$ cat src/rtl/cam_pkg.sv
// Shared definitions for the OV7670 capture front end and the VGA address generator.
package cam_pkg;

   typedef enum logic [1:0] {
      IDLE     = 2'd0,
      WAIT_FRM = 2'd1,
      CAPTURE  = 2'd2
   } state_e;

   localparam int H_PIXELS_DEF = 640;
   localparam int V_LINES_DEF  = 480;
   localparam int ADDR_W_DEF   = 19;

   localparam int RGB_R_MSB = 11;
   localparam int RGB_R_LSB = 8;
   localparam int RGB_G_MSB = 7;
   localparam int RGB_G_LSB = 4;
   localparam int RGB_B_MSB = 3;
   localparam int RGB_B_LSB = 0;

   function automatic logic [11:0] pack_rgb444(input logic [3:0] r,
                                               input logic [3:0] g,
                                               input logic [3:0] b);
      logic [11:0] px;
      px = 12'h000;
      px[RGB_R_MSB:RGB_R_LSB] = r;
      px[RGB_G_MSB:RGB_G_LSB] = g;
      px[RGB_B_MSB:RGB_B_LSB] = b;
      return px;
   endfunction

endpackage

$ cat src/rtl/cam_capture_if.sv
// Camera bus inputs and frame-buffer write-port outputs of the capture block.
interface cam_capture_if
   import cam_pkg::*;
#(
   parameter int ADDR_W = ADDR_W_DEF
);
   logic              i_cfg_done;
   logic              i_cam_vsync;
   logic              i_cam_href;
   logic [7:0]        i_cam_data;
   logic              o_wr_en;
   logic [ADDR_W-1:0] o_wr_addr;
   logic [11:0]       o_wr_data;
   logic              o_frame_done;
   logic              o_busy;

   modport master (
      output i_cfg_done, i_cam_vsync, i_cam_href, i_cam_data,
      input  o_wr_en, o_wr_addr, o_wr_data, o_frame_done, o_busy
   );

   modport slave (
      input  i_cfg_done, i_cam_vsync, i_cam_href, i_cam_data,
      output o_wr_en, o_wr_addr, o_wr_data, o_frame_done, o_busy
   );
endinterface

$ cat src/rtl/cam_capture.sv
// OV7670 capture: pairs camera bytes into RGB444 pixels and writes them linearly
// into the frame BRAM, entirely in the PCLK domain.
module cam_capture
   import cam_pkg::*;
#(
   parameter int H_PIXELS = H_PIXELS_DEF,
   parameter int V_LINES  = V_LINES_DEF,
   parameter int ADDR_W   = ADDR_W_DEF
)(
   input  logic          i_pclk,
   input  logic          i_rst_pclk,
   cam_capture_if.slave  bus
);
   localparam int XW = $clog2(H_PIXELS + 1);
   localparam int YW = $clog2(V_LINES + 1);
   localparam logic [ADDR_W-1:0] LAST_ADDR = ADDR_W'(H_PIXELS * V_LINES - 1);

   state_e            state_q, state_d;
   logic              s1_vsync_q, s1_href_q, vsync_prev_q, href_prev_q;
   logic [7:0]        s1_data_q;
   logic              phase_q, phase_d, seen_q, seen_d;
   logic [3:0]        r_q, r_d;
   logic [XW-1:0]     x_q, x_d;
   logic [YW-1:0]     y_q, y_d;
   logic [ADDR_W-1:0] addr_q, addr_d;
   logic              wr_en_q, wr_en_d, frame_done_q, frame_done_d, busy_q, busy_d;
   logic [ADDR_W-1:0] wr_addr_q, wr_addr_d;
   logic [11:0]       wr_data_q, wr_data_d;
   logic              vs_fall_s, vs_rise_s, href_fall_s;

   assign vs_fall_s   = !s1_vsync_q &&  vsync_prev_q;
   assign vs_rise_s   =  s1_vsync_q && !vsync_prev_q;
   assign href_fall_s = !s1_href_q  &&  href_prev_q;

   always_ff @(posedge i_pclk or posedge i_rst_pclk) begin
      if (i_rst_pclk) begin
         s1_vsync_q   <= 1'b0;
         s1_href_q    <= 1'b0;
         s1_data_q    <= 8'h00;
         vsync_prev_q <= 1'b0;
         href_prev_q  <= 1'b0;
      end else begin
         s1_vsync_q   <= bus.i_cam_vsync;
         s1_href_q    <= bus.i_cam_href;
         s1_data_q    <= bus.i_cam_data;
         vsync_prev_q <= s1_vsync_q;
         href_prev_q  <= s1_href_q;
      end
   end

   always_ff @(posedge i_pclk or posedge i_rst_pclk) begin
      if (i_rst_pclk) begin
         state_q <= IDLE;
      end else begin
         state_q <= state_d;
      end
   end

   // Losing cfg_done aborts from any state; a frame is only entered at its start.
   always_comb begin
      state_d = state_q;
      case (state_q)
         IDLE: begin
            if (bus.i_cfg_done) state_d = WAIT_FRM;
            else                state_d = IDLE;
         end
         WAIT_FRM: begin
            if (!bus.i_cfg_done) state_d = IDLE;
            else if (vs_fall_s)  state_d = CAPTURE;
            else                 state_d = WAIT_FRM;
         end
         CAPTURE: begin
            if (!bus.i_cfg_done) state_d = IDLE;
            else if (vs_rise_s)  state_d = WAIT_FRM;
            else                 state_d = CAPTURE;
         end
         default: state_d = IDLE;
      endcase
   end

   always_comb begin
      phase_d      = phase_q;
      seen_d       = seen_q;
      r_d          = r_q;
      x_d          = x_q;
      y_d          = y_q;
      addr_d       = addr_q;
      wr_en_d      = 1'b0;
      wr_addr_d    = wr_addr_q;
      wr_data_d    = wr_data_q;
      frame_done_d = 1'b0;
      busy_d       = (state_d == CAPTURE);
      if (state_q == WAIT_FRM && state_d == CAPTURE) begin
         phase_d = 1'b0;
         seen_d  = 1'b0;
         x_d     = '0;
         y_d     = '0;
         addr_d  = '0;
      end else if (state_q == CAPTURE && state_d == CAPTURE) begin
         if (s1_href_q) begin
            seen_d = 1'b1;
            if (!phase_q) begin
               phase_d = 1'b1;
               r_d     = s1_data_q[3:0];
            end else begin
               phase_d = 1'b0;
               // Out-of-range pixels still complete the pair but never reach the BRAM.
               if (x_q < XW'(H_PIXELS) && y_q < YW'(V_LINES)) begin
                  wr_en_d      = 1'b1;
                  wr_addr_d    = addr_q;
                  wr_data_d    = pack_rgb444(r_q, s1_data_q[7:4], s1_data_q[3:0]);
                  frame_done_d = (addr_q == LAST_ADDR);
                  addr_d       = addr_q + ADDR_W'(1);
               end else begin
                  wr_en_d = 1'b0;
               end
               if (x_q < XW'(H_PIXELS)) x_d = x_q + XW'(1);
               else                     x_d = x_q;
            end
         end else begin
            phase_d = 1'b0;
            if (href_fall_s) begin
               x_d    = '0;
               seen_d = 1'b0;
               if (seen_q && y_q < YW'(V_LINES)) y_d = y_q + YW'(1);
               else                              y_d = y_q;
            end else begin
               x_d = x_q;
            end
         end
      end else begin
         phase_d = phase_q;
      end
   end

   always_ff @(posedge i_pclk or posedge i_rst_pclk) begin
      if (i_rst_pclk) begin
         phase_q      <= 1'b0;
         seen_q       <= 1'b0;
         r_q          <= 4'h0;
         x_q          <= '0;
         y_q          <= '0;
         addr_q       <= '0;
         wr_en_q      <= 1'b0;
         wr_addr_q    <= '0;
         wr_data_q    <= 12'h000;
         frame_done_q <= 1'b0;
         busy_q       <= 1'b0;
      end else begin
         phase_q      <= phase_d;
         seen_q       <= seen_d;
         r_q          <= r_d;
         x_q          <= x_d;
         y_q          <= y_d;
         addr_q       <= addr_d;
         wr_en_q      <= wr_en_d;
         wr_addr_q    <= wr_addr_d;
         wr_data_q    <= wr_data_d;
         frame_done_q <= frame_done_d;
         busy_q       <= busy_d;
      end
   end

   assign bus.o_wr_en      = wr_en_q;
   assign bus.o_wr_addr    = wr_addr_q;
   assign bus.o_wr_data    = wr_data_q;
   assign bus.o_frame_done = frame_done_q;
   assign bus.o_busy       = busy_q;

endmodule
$ cat src/flat_wrapper.sv
// flat-port wrapper written by rule: the top's interface ports become plain ports
module cam_capture_flat import cam_pkg::*;
#(
   parameter int H_PIXELS = H_PIXELS_DEF,
   parameter int V_LINES  = V_LINES_DEF,
   parameter int ADDR_W   = ADDR_W_DEF
)
  (i_pclk, i_rst_pclk, bus_i_cfg_done, bus_i_cam_vsync, bus_i_cam_href, bus_i_cam_data, bus_o_wr_en, bus_o_wr_addr, bus_o_wr_data, bus_o_frame_done, bus_o_busy);
  cam_capture_if #(.ADDR_W(ADDR_W)) bus_i ();
  input  logic i_pclk;
  input  logic i_rst_pclk;
  input wire logic [$bits(bus_i.i_cfg_done)-1:0] bus_i_cfg_done;
  input wire logic [$bits(bus_i.i_cam_vsync)-1:0] bus_i_cam_vsync;
  input wire logic [$bits(bus_i.i_cam_href)-1:0] bus_i_cam_href;
  input wire logic [$bits(bus_i.i_cam_data)-1:0] bus_i_cam_data;
  output wire logic [$bits(bus_i.o_wr_en)-1:0] bus_o_wr_en;
  output wire logic [$bits(bus_i.o_wr_addr)-1:0] bus_o_wr_addr;
  output wire logic [$bits(bus_i.o_wr_data)-1:0] bus_o_wr_data;
  output wire logic [$bits(bus_i.o_frame_done)-1:0] bus_o_frame_done;
  output wire logic [$bits(bus_i.o_busy)-1:0] bus_o_busy;
  assign bus_i.i_cfg_done = bus_i_cfg_done;
  assign bus_i.i_cam_vsync = bus_i_cam_vsync;
  assign bus_i.i_cam_href = bus_i_cam_href;
  assign bus_i.i_cam_data = bus_i_cam_data;
  assign bus_o_wr_en = bus_i.o_wr_en;
  assign bus_o_wr_addr = bus_i.o_wr_addr;
  assign bus_o_wr_data = bus_i.o_wr_data;
  assign bus_o_frame_done = bus_i.o_frame_done;
  assign bus_o_busy = bus_i.o_busy;
  cam_capture #(.H_PIXELS(H_PIXELS), .V_LINES(V_LINES), .ADDR_W(ADDR_W)) u_core (.i_pclk(i_pclk), .i_rst_pclk(i_rst_pclk), .bus(bus_i));
endmodule
$ cat config.mk
export PLATFORM = sky130hd
export DESIGN_NAME = cam_capture_flat
export DESIGN_NICKNAME = d
export VERILOG_FILES = /design/src/rtl/cam_pkg.sv /design/src/rtl/cam_capture_if.sv /design/src/rtl/cam_capture.sv /design/src/flat_wrapper.sv
export SDC_FILE = /design/constraint.sdc
export NUM_CORES = 1
export LEC_CHECK = 0
export BUFFER_PORTS_ARGS = -buffer_cell sky130_fd_sc_hd__buf_4
export CAP_MARGIN = 0
export CORE_UTILIZATION = 50
export CTS_BUF_LIST = sky130_fd_sc_hd__clkbuf_8
export DETAILED_ROUTE_END_ITERATION = 7
export MAX_ROUTING_LAYER = met4
export PLACE_DENSITY_LB_ADDON = 0.1
export SLEW_MARGIN = 20
export SYNTH_ARGS = -nofsm -noshare
export SYNTH_HDL_FRONTEND = slang
export SYNTH_SLANG_ARGS = --single-unit
$ cat constraint.sdc
create_clock -name i_pclk -period 7.5 [get_ports i_pclk]
set_input_delay 0.75 -clock i_pclk [delete_from_list [all_inputs] [get_ports i_pclk]]
set_output_delay 0.75 -clock i_pclk [all_outputs]
set_load 0.02 [all_outputs]
==> metrics, run 1 <==
Initial Utilization 52.5%; FF-to-FF setup slack ~5 ns; compound-cell area share of the yosys netlist approximately 5.3%; CP Buf/Inv Count 0; Yosys cell types 39; CP cell instances o21ai_1, nand3_1, nor2_4, mux2_2; Routed WL between 6 and 7 mm; share of cells above drive strength 1 between 20% and 30%; count of final max-slew check failures 0; fraction of the yosys area taken by sequential cells 59.5%; Critical Path Sink Type flip-flop; CP Launch Point u_core.x_q[7]; Worst-Skew Late Latency 0.36 ns; crit-path max cell delay about 0.97 ns; clock network power share roughly 34%; Tcrit/Tclk final 35.1%; DRT iter0 DRCs approximately 100; hpwl dp 4.60 mm; CP max stage cell nor2_4; total power approximately 0.89 mW; Yosys top cell by area dfrtp_1; largest family of logic cells by synthesized area simple AND/OR/NAND/NOR gates; FF-to-FF Start u_core.x_q[7]; Resize count post-CTS 0; critical path data arrival time around 2.9 ns; Inserted Clock Buffers 9; final hold violation count 0; Seq cells post-synth 92; P&R area growth vs syn 15.8%; most instantiated cells after synthesis 92 x dfrtp_1, 36 x mux2_2, 34 x nor2_1; final std cells w/o fill 480; Total Die Area between 0.008 and 0.009 mm2; clk sink count 92; core area approximately 0.0074 mm2; Critical Path Sink u_core.bus.o_wr_data[0]; FF-to-FF path depth 4; Peak VDD IR around 130 uV; setup repair bufs after CTS 0; Cells after Synth between 300 and 400; Worst path depth 4; vias between 2k and 3k; top-area cell type share of the netlist area between 50% and 60%; GRT Resource Usage Total a little under 20%; Ys Warns 0; post-synthesis mux area share 11.3%; Worst Tran Pin Value 0.973 ns; Req. time, crit path around 7.8 ns; n_diodes 0; GRT Residual Overflow 0; drt pass-1 iters 4; crit-path max FO 35; Slew headroom around a third; Final Skew between 0.008 and 0.009 ns; first-pass GRT wire length 12.0 mm; Cell Int Power 0.663 mW; pwr dens between 150 and 200 mW/mm2; CP Launch Type flip-flop; Die Y around 90 um; CTS tree done; register clock-pin slew on the reported worst setup and hold paths ~0.09 ns; cts hold-fix bufs 0; Simple-Gate Fraction of Synth Area 16.2%; vias in the first global route 2472; Switch Pwr about 0.23 mW; nets just under 400; syn_area_per_cell 11.8 um2; DRC 0; # fillers approximately 620; ys async rst share between 90% and 100%; DR WL/cell roughly 14 um; crit-path leading delay family simple AND/OR/NAND/NOR gates; Post-synth EDFFs 0; Main synth FF type dfrtp_1; GP Congestion between 0.7 and 0.8; Inst Count DP roughly 460; initial antenna violation count 0; most frequent cell after synthesis dfrtp_1; status completed; Leak Pwr approximately 2.1 nW; minimum clock period about 2.6 ns; H-tree levels 3; switch share about a quarter; unrepaired setup endpoints after global routing no; Row Count 31; Worst Hold Class in2async; worst setup path class reg2reg; Seq pwr share 59.4%; Net Count, Synth ~350; pin count of the biggest net entering global routing between 80 and 90; DRT antenna net count 0; final core utilization 60.8%; adder-cell share of the synthesized area 0.971%; CTS root buf clkbuf_8; Die Wd around 90 um; Setup TNS 0 ns; largest buffer count on any clock path 2; number of port buffers 46; Comb power frac 6.6%; setup violators final 0; top post-synthesis cells by area dfrtp_1 60%, mux2_2 10%, xnor2_1 4.3%; Max Clock Freq 380 MHz; Post-Synth XOR/XNOR Area 4.53%; hold slack 0.272 ns; I/O Pins 47; R2R Path End u_core.bus.o_wr_data[0]; Mapped Area about 0.0039 mm2; Max Cap Viol 0; vias per inst 5.37
[worst min path at each step]
stage	end	slack (ns)	cells past startpoint
after detailed placement	u_core.vsync_prev_q	0.44	0
after floorplan	u_core.vsync_prev_q	0.39	0
after CTS	u_core.s1_data_q[5]	0.25	2
final	u_core.s1_data_q[0]	0.27	2
after global routing	u_core.s1_data_q[0]	0.27	2
after global placement	u_core.vsync_prev_q	0.41	0
[power groups by stage]
stage / registers, mW / logic, mW / clock network (mW)
after global routing: 0.532 / 0.0658 / 0.333
after global placement: 0.537 / 0.0581 / 0
after detailed placement: 0.538 / 0.0596 / 0
after floorplan: 0.540 / 0.0342 / 0
after CTS: 0.528 / 0.0595 / 0.311
final: 0.528 / 0.0584 / 0.302
[kinds of logic (layout without fill, tap and decap cells)]
family | Yosys count | count (layout)
compound gates | 35 | 35
flops | 92 | 92
xor+xnor | 20 | 20
fa+ha+maj | 3 | 3
buf+inv | 19 | 71
simple gates | 121 | 121
mux | 39 | 39
[state kept, by name (all words and copies together), names as in the netlist, 2 cells and up]
register,cells
u_core.s1_data_q,8
u_core.addr_q,19
u_core.r_q,4
u_core.x_q,10
u_core.bus.o_wr_data,12
u_core.state_q,2
u_core.y_q,9
u_core.bus.o_wr_addr,19
[per-stage QoR]
step	area, um2	worst slack [ns]
after floorplan	3870	4.36
after global placement	4300	4.78
after detailed placement	4300	4.74
after CTS	4470	4.84
after global routing	4480	4.61
final	4480	4.87
[placed cells by master (no fill, tap or decap), drive strengths merged, types with 9 or more instances in the layout]
| cell | instances |
|---|---|
| buf | 47 |
| clkbuf | 9 |
| dfrtp | 92 |
| inv | 9 |
| mux2 | 36 |
| nand2 | 24 |
| nand3 | 13 |
| nor2 | 34 |
| nor3 | 10 |
| o21ai | 16 |
| xnor2 | 19 |
[layout make-up]
type | count | area, um2 | share of cell area, %
timing repair buffer | 47 | 357 | 7.96
clock inverter | 7 | 51.3 | 1.15
multi-input combinational | 218 | 1490 | 33.2
sequential | 92 | 2300 | 51.4
inverter | 8 | 31.3 | 0.699
tap | 99 | 124 | 2.77
clock buffer | 9 | 124 | 2.77
[metal layers]
layer | track usage (%) | vias up | wire [um]
met3 | 3.55 | 10 | 236
met2 | 27.7 | 42 | 3150
met4 | 9.41 | 0 | 138
li1 | - | 1261 | -
met5 | - | - | 0
met1 | 26.4 | 1264 | 3320
(Power assumes the default switching activity.)
==> run 2, diff against run 1 <==
clock period = 2.6 ns   (was 7.5 ns; I/O delays follow)
==> metrics, run 2 (synthesized netlist as in run 1, its figures left out) <==
status completed; I/O Pins 47; GRT Resource Usage Total between 10% and 20%; most common cell after layout, fill and taps aside dfrtp_1; core area between 0.007 and 0.008 mm2; CTS root buf clkbuf_8; Die Y 89.9 um; register clock-pin slew on the reported worst setup and hold paths 0.09 ns; DRT antenna net count 0; vias per inst approximately 5.4; P&R area growth vs syn 21.3%; Worst Tran Pin Value ~0.67 ns; Routed WL 7.10 mm; Switch Pwr 0.639 mW; final hold violation count 0; total area of sequential cells roughly 0.0023 mm2; setup violators final 0; minimum clock period about 2.2 ns; Max Clock Freq 461 MHz; Setup TNS 0 ns; CTS tree done; pin count of the biggest net entering global routing 66; setup ws final 0.429 ns; CP Launch Type flip-flop; worst setup path class reg2reg; Worst Hold Class in2reg; hold path depth 2; H-tree levels 3; number of port buffers 46; GRT Residual Overflow 0; Tcrit/Tclk final between 80% and 90%; drt pass-1 iters 4; Comb power frac between 7 and 8%; DR WL/cell ~14 um; # fillers about 630; hold slack 0.179 ns; clk sink count between 90 and 100; Seq pwr share a little under three fifths; Critical Path Sink Type flip-flop; Inserted Clock Buffers 9; most frequent cells in the layout 92 x dfrtp_1, 51 x buf_4, 36 x mux2_2, 33 x nor2_1, 24 x nand2_1; share of cells above drive strength 1 28.9%; DP Worst Slack between 0.4 and 0.5 ns; Final Skew between 0.01 and 0.015 ns; count of final max-slew check failures 0; initial antenna violation count 0; DRT iter0 DRCs 115; Req. time, crit path between 2 and 3 ns; total power 2.69 mW; crit-path max FO 10; vias 2678; clock network power share between 30% and 40%; Peak VDD IR between 300 and 400 uV; Total Die Area between 0.008 and 0.009 mm2; pwr dens around 570 mW/mm2; Worst-Skew Late Latency 0.35 ns; Initial Utilization approximately 52%; Max Cap Viol 0; first-pass GRT wire length roughly 12 mm; Cell Int Power roughly 2 mW; DRC 0; n_diodes 0; unrepaired setup endpoints after global routing no; FF-to-FF path depth 5; Die Wd 89.9 um; Slew headroom 55.4%; hpwl dp roughly 4.8 mm; Row Count 31; largest buffer count on any clock path 2; GP Congestion approximately 0.77; setup repair bufs after CTS 0; Leak Pwr roughly 2.2 nW; switch share between 20% and 30%; vias in the first global route 2585; nets just over 400; critical path data arrival time between 2 and 2.5 ns; area occupied by multi-input gates between 0.001 and 0.0015 mm2
## run 2: worst max-delay path, stage by stage, from the launching register on
cell and delay [ns]:
dfrtp_1 0.38, nor2b_1 0.22, nand3_1 0.32, or4b_4 0.66, or3_1 0.37, a21oi_1 0.15
## run 2: metal layers
metal | vias to the layer above | global-route usage [%] | share of wire, %
li1 | 1284 | - | -
met2 | 51 | 30.1 | 47
met1 | 1333 | 25.1 | 47
met3 | 10 | 5.58 | 3.9
met4 | 0 | 7.39 | 1.5
met5 | - | - | 0
## run 2: through the flow
stage | cell area (um2) | util [%] | cells
floorplan | 3870 | - | 329
global placement | 4370 | 59.3 | 470
detailed placement | 4370 | 59.3 | 470
CTS | 4670 | 63.4 | 495
global route | 4690 | 63.6 | 497
finish | 4690 | 63.6 | 497
## run 2: layout make-up
class	instances	area share, %
multi-input cells	218	31.8
inverters	8	0.720
flip-flops and latches	92	49.1
clock inverters	6	1.49
repair buffers	64	11.4
clock buffers	10	2.93
well taps	99	2.64
## run 2: repair_timing
action,CTS,global route
hold endpoints to repair,10,2
gates resized for setup,0,0
hold buffers,9,2
## run 2: worst paths after layout
kind                                   start                       to  slack [ns]
setup / recovery           u_core.state_q[1]        u_core.addr_q[14]        0.43
hold / removal                bus_i_cfg_done        u_core.state_q[0]        0.18
setup reg to reg           u_core.state_q[1]        u_core.addr_q[14]        0.43
hold reg to reg            u_core.s1_vsync_q      u_core.vsync_prev_q        0.44
max in group asynchronous         i_rst_pclk  u_core.bus.o_wr_addr[5]        1.73
min in group asynchronous         i_rst_pclk            u_core.x_q[6]        0.33
## run 2: power groups by stage
stage	Combinational (mW)	Clock (mW)	Sequential (mW)
finish	0.191	0.979	1.52
global route	0.213	1.06	1.53
CTS	0.193	1.01	1.52
detailed placement	0.182	0	1.55
global placement	0.178	0	1.55
floorplan	0.0990	0	1.56
